$ cat config.mk
export PLATFORM = sky130hd
export DESIGN_NAME = instruction_fetch_flat
export DESIGN_NICKNAME = d
export VERILOG_FILES = /design/src/rtl/instruction_fetch_if.sv /design/src/rtl/instruction_fetch.sv /design/src/flat_wrapper.sv
export SDC_FILE = /design/constraint.sdc
export NUM_CORES = 1
export LEC_CHECK = 0
export CAP_MARGIN = 20
export CELL_PAD_IN_SITES_DETAIL_PLACEMENT = 1
export CELL_PAD_IN_SITES_GLOBAL_PLACEMENT = 2
export CORE_MARGIN = 1
export CORE_UTILIZATION = 36
export DETAILED_ROUTE_END_ITERATION = 7
export GPL_TIMING_DRIVEN = 0
export HOLD_SLACK_MARGIN = 0.02
export PLACE_DENSITY = 0.9
export SLEW_MARGIN = 20
export SYNTH_ARGS = -nofsm -noshare
export SYNTH_HDL_FRONTEND = slang
export SYNTH_SLANG_ARGS = --single-unit
$ cat constraint.sdc
create_clock -name i_clk -period 4.8 [get_ports i_clk]
set_input_delay 0.96 -clock i_clk [delete_from_list [all_inputs] [get_ports i_clk]]
set_output_delay 0.96 -clock i_clk [all_outputs]
set_load 0.01 [all_outputs]
$ cat src/rtl/instruction_fetch_if.sv
// Instruction-memory fetch bus: level request with variable-latency one-cycle ack.
interface instruction_fetch_if;
    logic        imem_req;
    logic [63:0] imem_addr;
    logic        imem_ack;
    logic [31:0] imem_rdata;

    modport master (
        output imem_req,
        output imem_addr,
        input  imem_ack,
        input  imem_rdata
    );

    modport slave (
        input  imem_req,
        input  imem_addr,
        output imem_ack,
        output imem_rdata
    );
endinterface

$ cat src/rtl/instruction_fetch.sv
// Fetch stage: owns the PC, fetches one word at a time from imem and presents a
// registered {pc, instruction, valid} bundle to decode with stall/redirect/timeout handling.
module instruction_fetch #(
    parameter logic [63:0] RESET_PC  = 64'h0000_0000_0000_0000,
    parameter int unsigned MAX_WAIT  = 16,
    parameter logic [31:0] NOP_INSTR = 32'h0000_0013
) (
    input  logic                i_clk,
    input  logic                i_rst_n,
    instruction_fetch_if.master imem,
    input  logic                i_stall,
    input  logic                i_redirect,
    input  logic [63:0]         i_redirect_pc,
    output logic                o_valid,
    output logic [63:0]         o_pc,
    output logic [31:0]         o_instruction,
    output logic                o_fetch_fault
);

    localparam int unsigned WaitW = $clog2(MAX_WAIT + 1);
    localparam logic [WaitW-1:0] WaitLast = WaitW'(MAX_WAIT - 1);

    typedef enum logic [1:0] {StReq, StKill, StHold, StFault} state_e;

    state_e            state_q, state_d;
    logic [63:0]       pc_q, pc_d;
    logic [63:0]       kill_pc_q, kill_pc_d;
    logic [63:0]       hold_pc_q, hold_pc_d;
    logic [31:0]       hold_instr_q, hold_instr_d;
    logic [WaitW-1:0]  wait_q, wait_d;
    logic              req_q, req_d;
    logic              valid_q, valid_d;
    logic [63:0]       out_pc_q, out_pc_d;
    logic [31:0]       out_instr_q, out_instr_d;
    logic              fault_q, fault_d;

    logic              ack;
    logic              timeout;
    logic [63:0]       target;

    always_comb begin
        state_d      = state_q;
        pc_d         = pc_q;
        kill_pc_d    = kill_pc_q;
        hold_pc_d    = hold_pc_q;
        hold_instr_d = hold_instr_q;
        wait_d       = wait_q;
        valid_d      = valid_q;
        out_pc_d     = out_pc_q;
        out_instr_d  = out_instr_q;
        fault_d      = fault_q;

        // An ack is only meaningful while our request is actually on the bus.
        ack     = imem.imem_ack && req_q;
        timeout = req_q && !ack && (wait_q == WaitLast);
        target  = {i_redirect_pc[63:2], 2'b00};

        if (!i_stall) begin
            valid_d     = 1'b0;
            out_instr_d = NOP_INSTR;
        end

        if (i_redirect) begin
            valid_d     = 1'b0;
            out_instr_d = NOP_INSTR;
            wait_d      = '0;
            // An unacked request must complete at its old address before the PC can move.
            if (req_q && !ack) begin
                state_d   = StKill;
                kill_pc_d = target;
            end else begin
                state_d = StReq;
                pc_d    = target;
                fault_d = 1'b0;
            end
        end else begin
            if (req_q) begin
                wait_d = ack ? '0 : wait_q + WaitW'(1);
            end
            unique case (state_q)
                StReq: begin
                    if (ack) begin
                        pc_d = pc_q + 64'd4;
                        if (i_stall) begin
                            hold_pc_d    = pc_q;
                            hold_instr_d = imem.imem_rdata;
                            state_d      = StHold;
                        end else begin
                            valid_d     = 1'b1;
                            out_pc_d    = pc_q;
                            out_instr_d = imem.imem_rdata;
                        end
                    end else if (timeout) begin
                        state_d = StFault;
                        fault_d = 1'b1;
                        wait_d  = '0;
                    end
                end
                StKill: begin
                    if (ack) begin
                        pc_d    = kill_pc_q;
                        state_d = StReq;
                    end else if (timeout) begin
                        state_d = StFault;
                        fault_d = 1'b1;
                        wait_d  = '0;
                    end
                end
                StHold: begin
                    if (!i_stall) begin
                        valid_d     = 1'b1;
                        out_pc_d    = hold_pc_q;
                        out_instr_d = hold_instr_q;
                        state_d     = StReq;
                    end
                end
                StFault: begin
                end
            endcase
        end

        req_d = (state_d == StReq) || (state_d == StKill);
    end

    always_ff @(posedge i_clk or negedge i_rst_n) begin
        if (!i_rst_n) begin
            state_q      <= StReq;
            pc_q         <= RESET_PC;
            kill_pc_q    <= RESET_PC;
            hold_pc_q    <= 64'h0;
            hold_instr_q <= NOP_INSTR;
            wait_q       <= '0;
            req_q        <= 1'b0;
            valid_q      <= 1'b0;
            out_pc_q     <= 64'h0;
            out_instr_q  <= NOP_INSTR;
            fault_q      <= 1'b0;
        end else begin
            state_q      <= state_d;
            pc_q         <= pc_d;
            kill_pc_q    <= kill_pc_d;
            hold_pc_q    <= hold_pc_d;
            hold_instr_q <= hold_instr_d;
            wait_q       <= wait_d;
            req_q        <= req_d;
            valid_q      <= valid_d;
            out_pc_q     <= out_pc_d;
            out_instr_q  <= out_instr_d;
            fault_q      <= fault_d;
        end
    end

    assign imem.imem_req  = req_q;
    assign imem.imem_addr = pc_q;
    assign o_valid        = valid_q;
    assign o_pc           = out_pc_q;
    assign o_instruction  = out_instr_q;
    assign o_fetch_fault  = fault_q;

endmodule

$ cat src/flat_wrapper.sv
// flat-port wrapper written by rule: the top's interface ports become plain ports
module instruction_fetch_flat 
#(
    parameter logic [63:0] RESET_PC  = 64'h0000_0000_0000_0000,
    parameter int unsigned MAX_WAIT  = 16,
    parameter logic [31:0] NOP_INSTR = 32'h0000_0013
)
  (i_clk, i_rst_n, i_stall, i_redirect, i_redirect_pc, o_valid, o_pc, o_instruction, o_fetch_fault, imem_imem_req, imem_imem_addr, imem_imem_ack, imem_imem_rdata);
  instruction_fetch_if imem_i ();
  input  logic i_clk;
  input  logic i_rst_n;
  input  logic i_stall;
  input  logic i_redirect;
  input  logic [63:0] i_redirect_pc;
  output logic o_valid;
  output logic [63:0] o_pc;
  output logic [31:0] o_instruction;
  output logic o_fetch_fault;
  output wire logic [$bits(imem_i.imem_req)-1:0] imem_imem_req;
  output wire logic [$bits(imem_i.imem_addr)-1:0] imem_imem_addr;
  input wire logic [$bits(imem_i.imem_ack)-1:0] imem_imem_ack;
  input wire logic [$bits(imem_i.imem_rdata)-1:0] imem_imem_rdata;
  assign imem_imem_req = imem_i.imem_req;
  assign imem_imem_addr = imem_i.imem_addr;
  assign imem_i.imem_ack = imem_imem_ack;
  assign imem_i.imem_rdata = imem_imem_rdata;
  instruction_fetch #(.RESET_PC(RESET_PC), .MAX_WAIT(MAX_WAIT), .NOP_INSTR(NOP_INSTR)) u_core (.i_clk(i_clk), .i_rst_n(i_rst_n), .imem(imem_i), .i_stall(i_stall), .i_redirect(i_redirect), .i_redirect_pc(i_redirect_pc), .o_valid(o_valid), .o_pc(o_pc), .o_instruction(o_instruction), .o_fetch_fault(o_fetch_fault));
endmodule
==> key figures, run 1 <==
Clocking
  – Cts bufs inserted: 38
  – Clock root cell: clkbuf_16
  – TritonCTS clock tree: done
  – # hold bufs at CTS: 0
  – Post-cts repair resize count: 0
  – Clock Path Buffers: 3
  – Post-CTS setup buffers: 0
  – H-Tree Level Count: 2
  – Clk sinks: 322
  – Worst-path clk slew: approximately 0.06 ns
  – Worst-skew pair later-pin latency: roughly 0.56 ns

Yosys
  – Post-Syn Area per Cell: around 10 um2
  – Area share of the largest cell type after synthesis: 0.5131
  – Post-synth EDFFs: 0
  – Count leader, synth: dfrtp_1
  – Post-synthesis cell area: roughly 15000 um2
  – Post-synth top area cell: dfrtp_1
  – Largest cells by area after synthesis: dfrtp_1 51%, mux2_2 11%, o21ai_0 4.4%
  – Synth cell types: 65
  – Sequential area share after synthesis: 0.5233
  – Mapped Cells: 1504
  – Synthesis Warnings: 0
  – Synthesized flop and latch total: 322
  – Commonest register cell after synthesis: dfrtp_1
  – Fraction of registers with async set/reset: 1.000
  – Synth top cells by count: 316 x dfrtp_1, 158 x nor2_1, 156 x nand2_1

Timing
  – Final setup viols: 0
  – Worst-case headroom to the max-slew limit: 0.2709
  – RSZ-0062 raised after global routing: no
  – Minimum clock period: 4.535 ns
  – Hold_ws: 0.3450 ns
  – Max Clk Rate: 0.2205 GHz
  – Slew @ Worst Pin: 1.084 ns
  – Slew Limit Fails: 0
  – Final Hold Fails: 0
  – Worst Skew: 0.01418 ns
  – Period utilization: 0.9449

Routing
  – Residual DRC count: 0
  – Drt total wl: 56.12 mm
  – First-pass iteration count of the detailed router: 5
  – Total number of vias: 13440
  – Final ANT Viol Nets: 0
  – Drt wl/cell: 23.58 um
  – DRT iter0 DRCs: approximately 750
  – Via density: 5.646

GRT
  – Met2 global-route usage: 0.4307
  – Initial antenna violation count: 8
  – Vias in the first global route: 14410
  – First-pass GRT wire length: 87.13 mm
  – Total gr overflow: 0
  – Met3 GRT Util: 0.03968
  – Gr usage total: 0.2601
  – GRT busiest layer: met2
  – Largest net degree at the start of global routing: slightly above 90
  – GR Layer Usage met1: 0.3452

Placement
  – Placed instance count: between 2000 and 2500
  – IO buf count: 256
  – DP Wirelength: 40.49 mm
  – GPL Wtd Cong: 0.8785

Finish
  – Area growth from synthesis to layout: 30.47%
  – Share of layout cells above drive strength 1: 0.1449
  – Fin util: 0.4783
  – Fin cells: 2380
  – Filler instances: 4697
  – Final net count: 1911

Worst setup path
  – Crit path DAT: 4.99 ns
  – CP required: 5.26 ns
  – R2R Setup Slk: between 1 and 1.5 ns
  – Reg2reg path depth: 8
  – CP Launch Type: input pin
  – Worst-path maximum fanout: 10
  – Worst reg2reg endpoint: u_core.imem.imem_addr[32]
  – CP Capture Type: flop
  – Worst r2r src: u_core.imem.imem_req
  – Setup CP Type: in -> reg

Floorplanning
  – Core Region: 42040 um2
  – Chip width: 208.9 um
  – DIE HEIGHT: between 200 and 250 um
  – Die Footprint: 43640 um2
  – IO Count: 264
  – # rows: 75
  – Initial Utilization: 0.3666

Outcome
  – Status: completed

Power and ir drop
  – Power Total: 9.525 mW
  – Leak: 8.194 nW
  – VDD IR max: 0.0002452 V
  – Power Dens Cells: ~470 nW/um2

Run
  – Max-cap viol count: 0

Hold path
  – Worst hold path class: in -> async
## state kept, by name (all words and copies together) (netlist names)
| signal | count |
|---|---|
| u_core.hold_instr_q | 32 |
| u_core.hold_pc_q | 62 |
| u_core.imem.imem_addr | 62 |
| u_core.imem.imem_req | 1 |
| u_core.kill_pc_q | 62 |
| u_core.o_fetch_fault | 1 |
| u_core.o_instruction | 32 |
| u_core.o_pc | 62 |
| u_core.o_valid | 1 |
| u_core.state_q | 2 |
| u_core.wait_q | 5 |
## placed cells by master (no fill, tap or decap), drive strengths merged, types with 6 or more instances in the layout
cell,instances
dfrtp,316
clkdlybuf4s50,255
nor2,158
nand2,157
mux2,149
clkbuf,143
o21ai,136
a21oi,92
mux2i,56
a221oi,31
nand3,30
buf,28
a22o,25
nor4,20
nand4,18
nor3,16
inv,15
a21o,14
nand2b,13
xnor2,13
o31ai,13
or3,13
clkinv,11
nor2b,7
o211ai,7
or2,7
a211oi,7
or4,7
dfstp,6
## worst max path at each step
| stage | startpoint | end | slack (ns) | depth (start not counted) |
|---|---|---|---|---|
| global route | imem_imem_ack | u_core.imem.imem_addr[32] | 0.16 | 10 |
| CTS | imem_imem_ack | u_core.imem.imem_addr[32] | 0.40 | 10 |
| finish | imem_imem_ack | u_core.imem.imem_addr[32] | 0.26 | 10 |
| global placement | i_rst_n | u_core.o_pc[47] | -11.88 | 1 |
| floorplan | imem_imem_ack | u_core.imem.imem_addr[46] | 1.92 | 7 |
| detailed placement | imem_imem_ack | u_core.imem.imem_addr[32] | -0.17 | 10 |
## kinds of logic after synthesis
| kind of cell | after synthesis | share of synthesized area |
|---|---|---|
| and+or+nand+nor | 470 | 0.1420 |
| AOI/OAI and AO/OA | 355 | 0.1423 |
| DFF | 322 | 0.5233 |
| muxes | 205 | 0.1452 |
| buffers and inverters | 130 | 0.03426 |
| xor gates and xnor gates | 18 | 0.01023 |
| adders and majority gates | 3 | 0.002436 |
| other | 1 | 0.0002433 |
## cell type report
class                           count  area (um2)  area share
Inverter                           13       48.80    0.002427
Antenna cell                        5       12.51   0.0006222
Buffer                            117       479.2     0.02383
Clock inverter                     20       222.7     0.01108
Tap cell                          539       674.4     0.03354
Sequential cell                   322        8065      0.4011
Multi-Input combinational cell   1055        6837      0.3400
Clock buffer                       49        1114     0.05538
Timing Repair Buffer              260        2655      0.1320
## stage by stage
step / instance area [um2] / worst slack, ns / TNS, ns
after floorplan: 15420 / 1.920 / 0
after global placement: 18660 / -11.88 / -3789.61
after detailed placement: 18760 / -0.1747 / -1.318
after CTS: 20100 / 0.4023 / 0
after global routing: 20100 / 0.1617 / 0
final: 20110 / 0.2645 / 0
## routing by layer
| layer | wire length, um | vias to the layer above |
|---|---|---|
| li1 | - | 5999 |
| met1 | 24670 | 7002 |
| met2 | 27300 | 336 |
| met3 | 2471 | 93 |
| met4 | 1617 | 8 |
| met5 | 56 | - |
## critical path: stages
cell	delay, ns
clkdlybuf4s50_1	0.48
clkbuf_1	0.33
nand2b_1	0.39
and2_1	0.18
clkbuf_1	0.28
clkbuf_1	0.58
clkbuf_1	0.71
buf_1	0.77
a21oi_1	0.15
o21ai_0	0.14
## power breakdown
group / internal (mW) / switching (mW) / total [mW]
registers: 3.43 / 0.581 / 4.01
logic: 1.25 / 1.16 / 2.41
clock network: 1.86 / 1.25 / 3.11
total: 6.54 / 2.99 / 9.53
Power figures use the tool's default switching activity.
==> run 2, diff against run 1 <==
clock period = 5.6 ns   (was 4.8 ns; I/O delays follow)
==> results of run 2 <==
Same layout as run 1 (identical final DEF). Status: completed.
Among the figures that moved: setup slack after placement -0.1747 ns -> 0.4653 ns; setup slack after layout 0.2645 ns -> 0.9045 ns; hold slack 0.3450 ns -> 0.4784 ns; register-to-register setup slack 1.13 ns -> 1.93 ns; total power 9.525 mW -> 8.165 mW; worst IR drop on VDD 0.0002452 V -> 0.0002102 V
==> run 3, diff against run 2 <==
CORE_UTILIZATION = 31   (was 36)
PLACE_DENSITY = 0.82   (was 0.9)
clock period = 4.3 ns   (was 5.6 ns; I/O delays follow)
==> run 3 against run 2 <==
First-iteration DRC count is 9.9% lower. Largest power group unchanged. Global-route usage is 3.0 points lower. Critical path type unchanged. Power is 26% higher. Core utilization is 6.7 points lower. Sequential cell count stayed put.
==> key figures, run 3 (synthesized netlist as in run 1, its figures left out) <==
Timing
  – Minimum clock period: 4.108 ns
  – Slew @ Worst Pin: 1.141 ns (was 1.084 ns)
  – Period utilization: 0.9554
  – Worst Skew: 0.02541 ns (was 0.01418 ns)
  – Setup tns final: 0 ns (unchanged)
  – Final Hold Fails: 0 (unchanged)
  – Max Clk Rate: roughly 0.24 GHz
  – RSZ-0062 raised after global routing: no (unchanged)
  – Worst-case headroom to the max-slew limit: 0.2394 (was 0.2709)
  – Final setup viols: 0 (unchanged)
  – Slew Limit Fails: 0 (unchanged)

Clocking
  – Post-CTS setup buffers: 0 (unchanged)
  – Clock root cell: clkbuf_16 (unchanged)
  – Cts bufs inserted: 39 (was 38)
  – H-Tree Level Count: 2 (unchanged)
  – Clock Path Buffers: 3 (unchanged)
  – Worst-skew pair later-pin latency: 0.57 ns (was 0.56 ns)
  – Clk sinks: 322 (unchanged)
  – Worst-path clk slew: 0.06 ns (about the same)
  – TritonCTS clock tree: done (unchanged)

Power and ir drop
  – Leak: 8.142 nW (was 8.194 nW)
  – VDD IR max: 0.0003119 V (was 0.0002102 V)
  – Power Dens Cells: 511.1 nW/um2 (was 406.0 nW/um2)
  – Power Total: 10.30 mW (was 8.165 mW)

Placement
  – DP Area: 18940 um2 (was 18760 um2)
  – DP Wirelength: 42.39 mm (was 40.49 mm)
  – IO buf count: 256 (unchanged)
  – Placed instance count: 2432 (was 2306)
  – GPL Wtd Cong: 0.8552 (was 0.8785)

Floorplanning
  – Die Footprint: 50610 um2 (was 43640 um2)
  – Chip width: 225.0 um (was 208.9 um)
  – DIE HEIGHT: 225.0 um (was 208.9 um)
  – IO Count: 264 (unchanged)
  – # rows: 81 (was 75)
  – Initial Utilization: 0.3149 (was 0.3666)
  – Core Region: 48950 um2 (was 42040 um2)

Worst setup path
  – Critical Path Slowest Stage Cell: clkbuf_1 (was buf_1)
  – CP Capture Type: flop (unchanged)
  – Cell Chain, Critical Path: clkdlybuf4s50_1 > clkbuf_1 > nand2b_1 > and2_1 > clkbuf_1 > clkbuf_1 > clkbuf_1 > clkdlybuf4s15_2 > a222oi_1 > nand2_1 (was clkdlybuf4s50_1 > clkbuf_1 > nand2b_1 > and2_1 > clkbuf_1 > clkbuf_1 > clkbuf_1 > buf_1 > a21oi_1 > o21ai_0)
  – Buf+Inv Stages, Crit Path: 6 (unchanged)
  – Worst-path maximum fanout: 10 (unchanged)
  – Setup CP Type: in -> reg (unchanged)
  – CP required: 4.78 ns (was 6.06 ns)
  – Crit-path max cell delay: 0.68 ns (was 0.77 ns)
  – Most used cell, CP: clkbuf_1 (unchanged)
  – CP Launch Type: input pin (unchanged)
  – CP delay by family, top: buffers and inverters (unchanged)
  – Crit path DAT: 4.59 ns (was 5.15 ns)

Outcome
  – Status: completed (unchanged)

Routing
  – Total number of vias: 13240 (was 13440)
  – First-pass iteration count of the detailed router: 5 (unchanged)
  – DRT iter0 DRCs: 671 (was 745)
  – Final ANT Viol Nets: 0 (unchanged)
  – Via density: 5.292 (was 5.646)
  – Residual DRC count: 0 (unchanged)
  – Drt wl/cell: 23.07 um (was 23.58 um)
  – Drt total wl: 57.73 mm (was 56.12 mm)

Hold path
  – Worst hold path class: in -> async (was reg -> reg)

Finish
  – Final net count: 1913 (was 1911)
  – Most frequent cells in the layout: 316 x dfrtp_1, 255 x clkdlybuf4s50_1, 158 x nor2_1 (unchanged)
  – Finished Cell Area: 20150 um2 (was 20110 um2)
  – Commonest non-fill, non-tap cell in the layout: dfrtp_1 (unchanged)
  – Fin cells: 2502 (was 2380)
  – Share of layout cells above drive strength 1: 0.1406 (was 0.1449)
  – Area growth from synthesis to layout: 30.77% (was 30.47%)

GRT
  – Gr usage total: 0.2298 (was 0.2601)
  – First-pass GRT wire length: 88.00 mm (was 87.13 mm)
  – Largest net degree at the start of global routing: 84 (was 92)
  – Total gr overflow: 0 (unchanged)
  – Initial antenna violation count: 6 (was 8)
  – Vias in the first global route: 14230 (was 14410)

Run
  – Max-cap viol count: 0 (unchanged)
==> run 3: path summary, 6_finish.rpt <==
path	start	endpoint	slack, ns	cells past startpoint
min in group i_clk	u_core.o_pc[24]	u_core.o_pc[24]	0.48	2
worst min register to register	u_core.o_pc[24]	u_core.o_pc[24]	0.48	2
worst min-delay path	i_rst_n	u_core.o_instruction[5]	0.24	1
worst max-delay path	imem_imem_ack	u_core.imem.imem_addr[49]	0.19	10
worst max register to register	u_core.state_q[1]	u_core.o_pc[54]	0.93	7
max in group asynchronous	i_rst_n	u_core.o_pc[15]	2.61	4
==> run 3: layer usage <==
layer	vias to the layer above	part of all wire	GRT usage
met2	307	0.49	0.3809
met4	4	0.029	0.08141
met5	-	0.00040	0
li1	5978	-	-
met1	6864	0.44	0.3024
met3	87	0.049	0.03729
==> run 3: per-stage QoR <==
step                      utilization  setup slack [ns]  hold WS (ns)
final                          0.4117            0.1918        0.2389
after global placement         0.3844            -12.52        0.4619
after global routing           0.4117           0.04162        0.2698
after floorplan                     -             1.520        0.4496
after CTS                      0.4114            0.1678        0.2405
after detailed placement       0.3870           -0.6210        0.4706
==> run 3: worst register-to-register path: cells and delay by family, from the launching register on <==
kind	cells	cell delay, ns
buffers and inverters	4	2.24
DFF	1	0.41
muxes	1	0.28
and+or+nand+nor	1	0.18
AOI/OAI and AO/OA	1	0.11
==> run 3: where the power goes <==
part	switching, mW	internal (mW)
clock network	1.33	1.81
logic	1.29	1.40
registers	0.647	3.83
total	3.27	7.03
==> run 3: area by class of cell <==
cell class / count / area (um2)
diodes: 3 / 7.507
plain buffers: 117 / 486.7
clock buffers: 56 / 1120
clock inverters: 11 / 70.07
fillers: 5471 / 28800
inverters: 13 / 48.80
multi-input cells: 1055 / 6843
flip-flops and latches: 322 / 8065
well taps: 664 / 830.8
repair buffers: 261 / 2683
==> run 3: timing repair <==
action | in CTS | in global routing
hold buffers | 0 | 0
setup endpoints to repair | 10 | 0
resized for setup | 2 | 0
endpoints found under the hold margin | 0 | 0
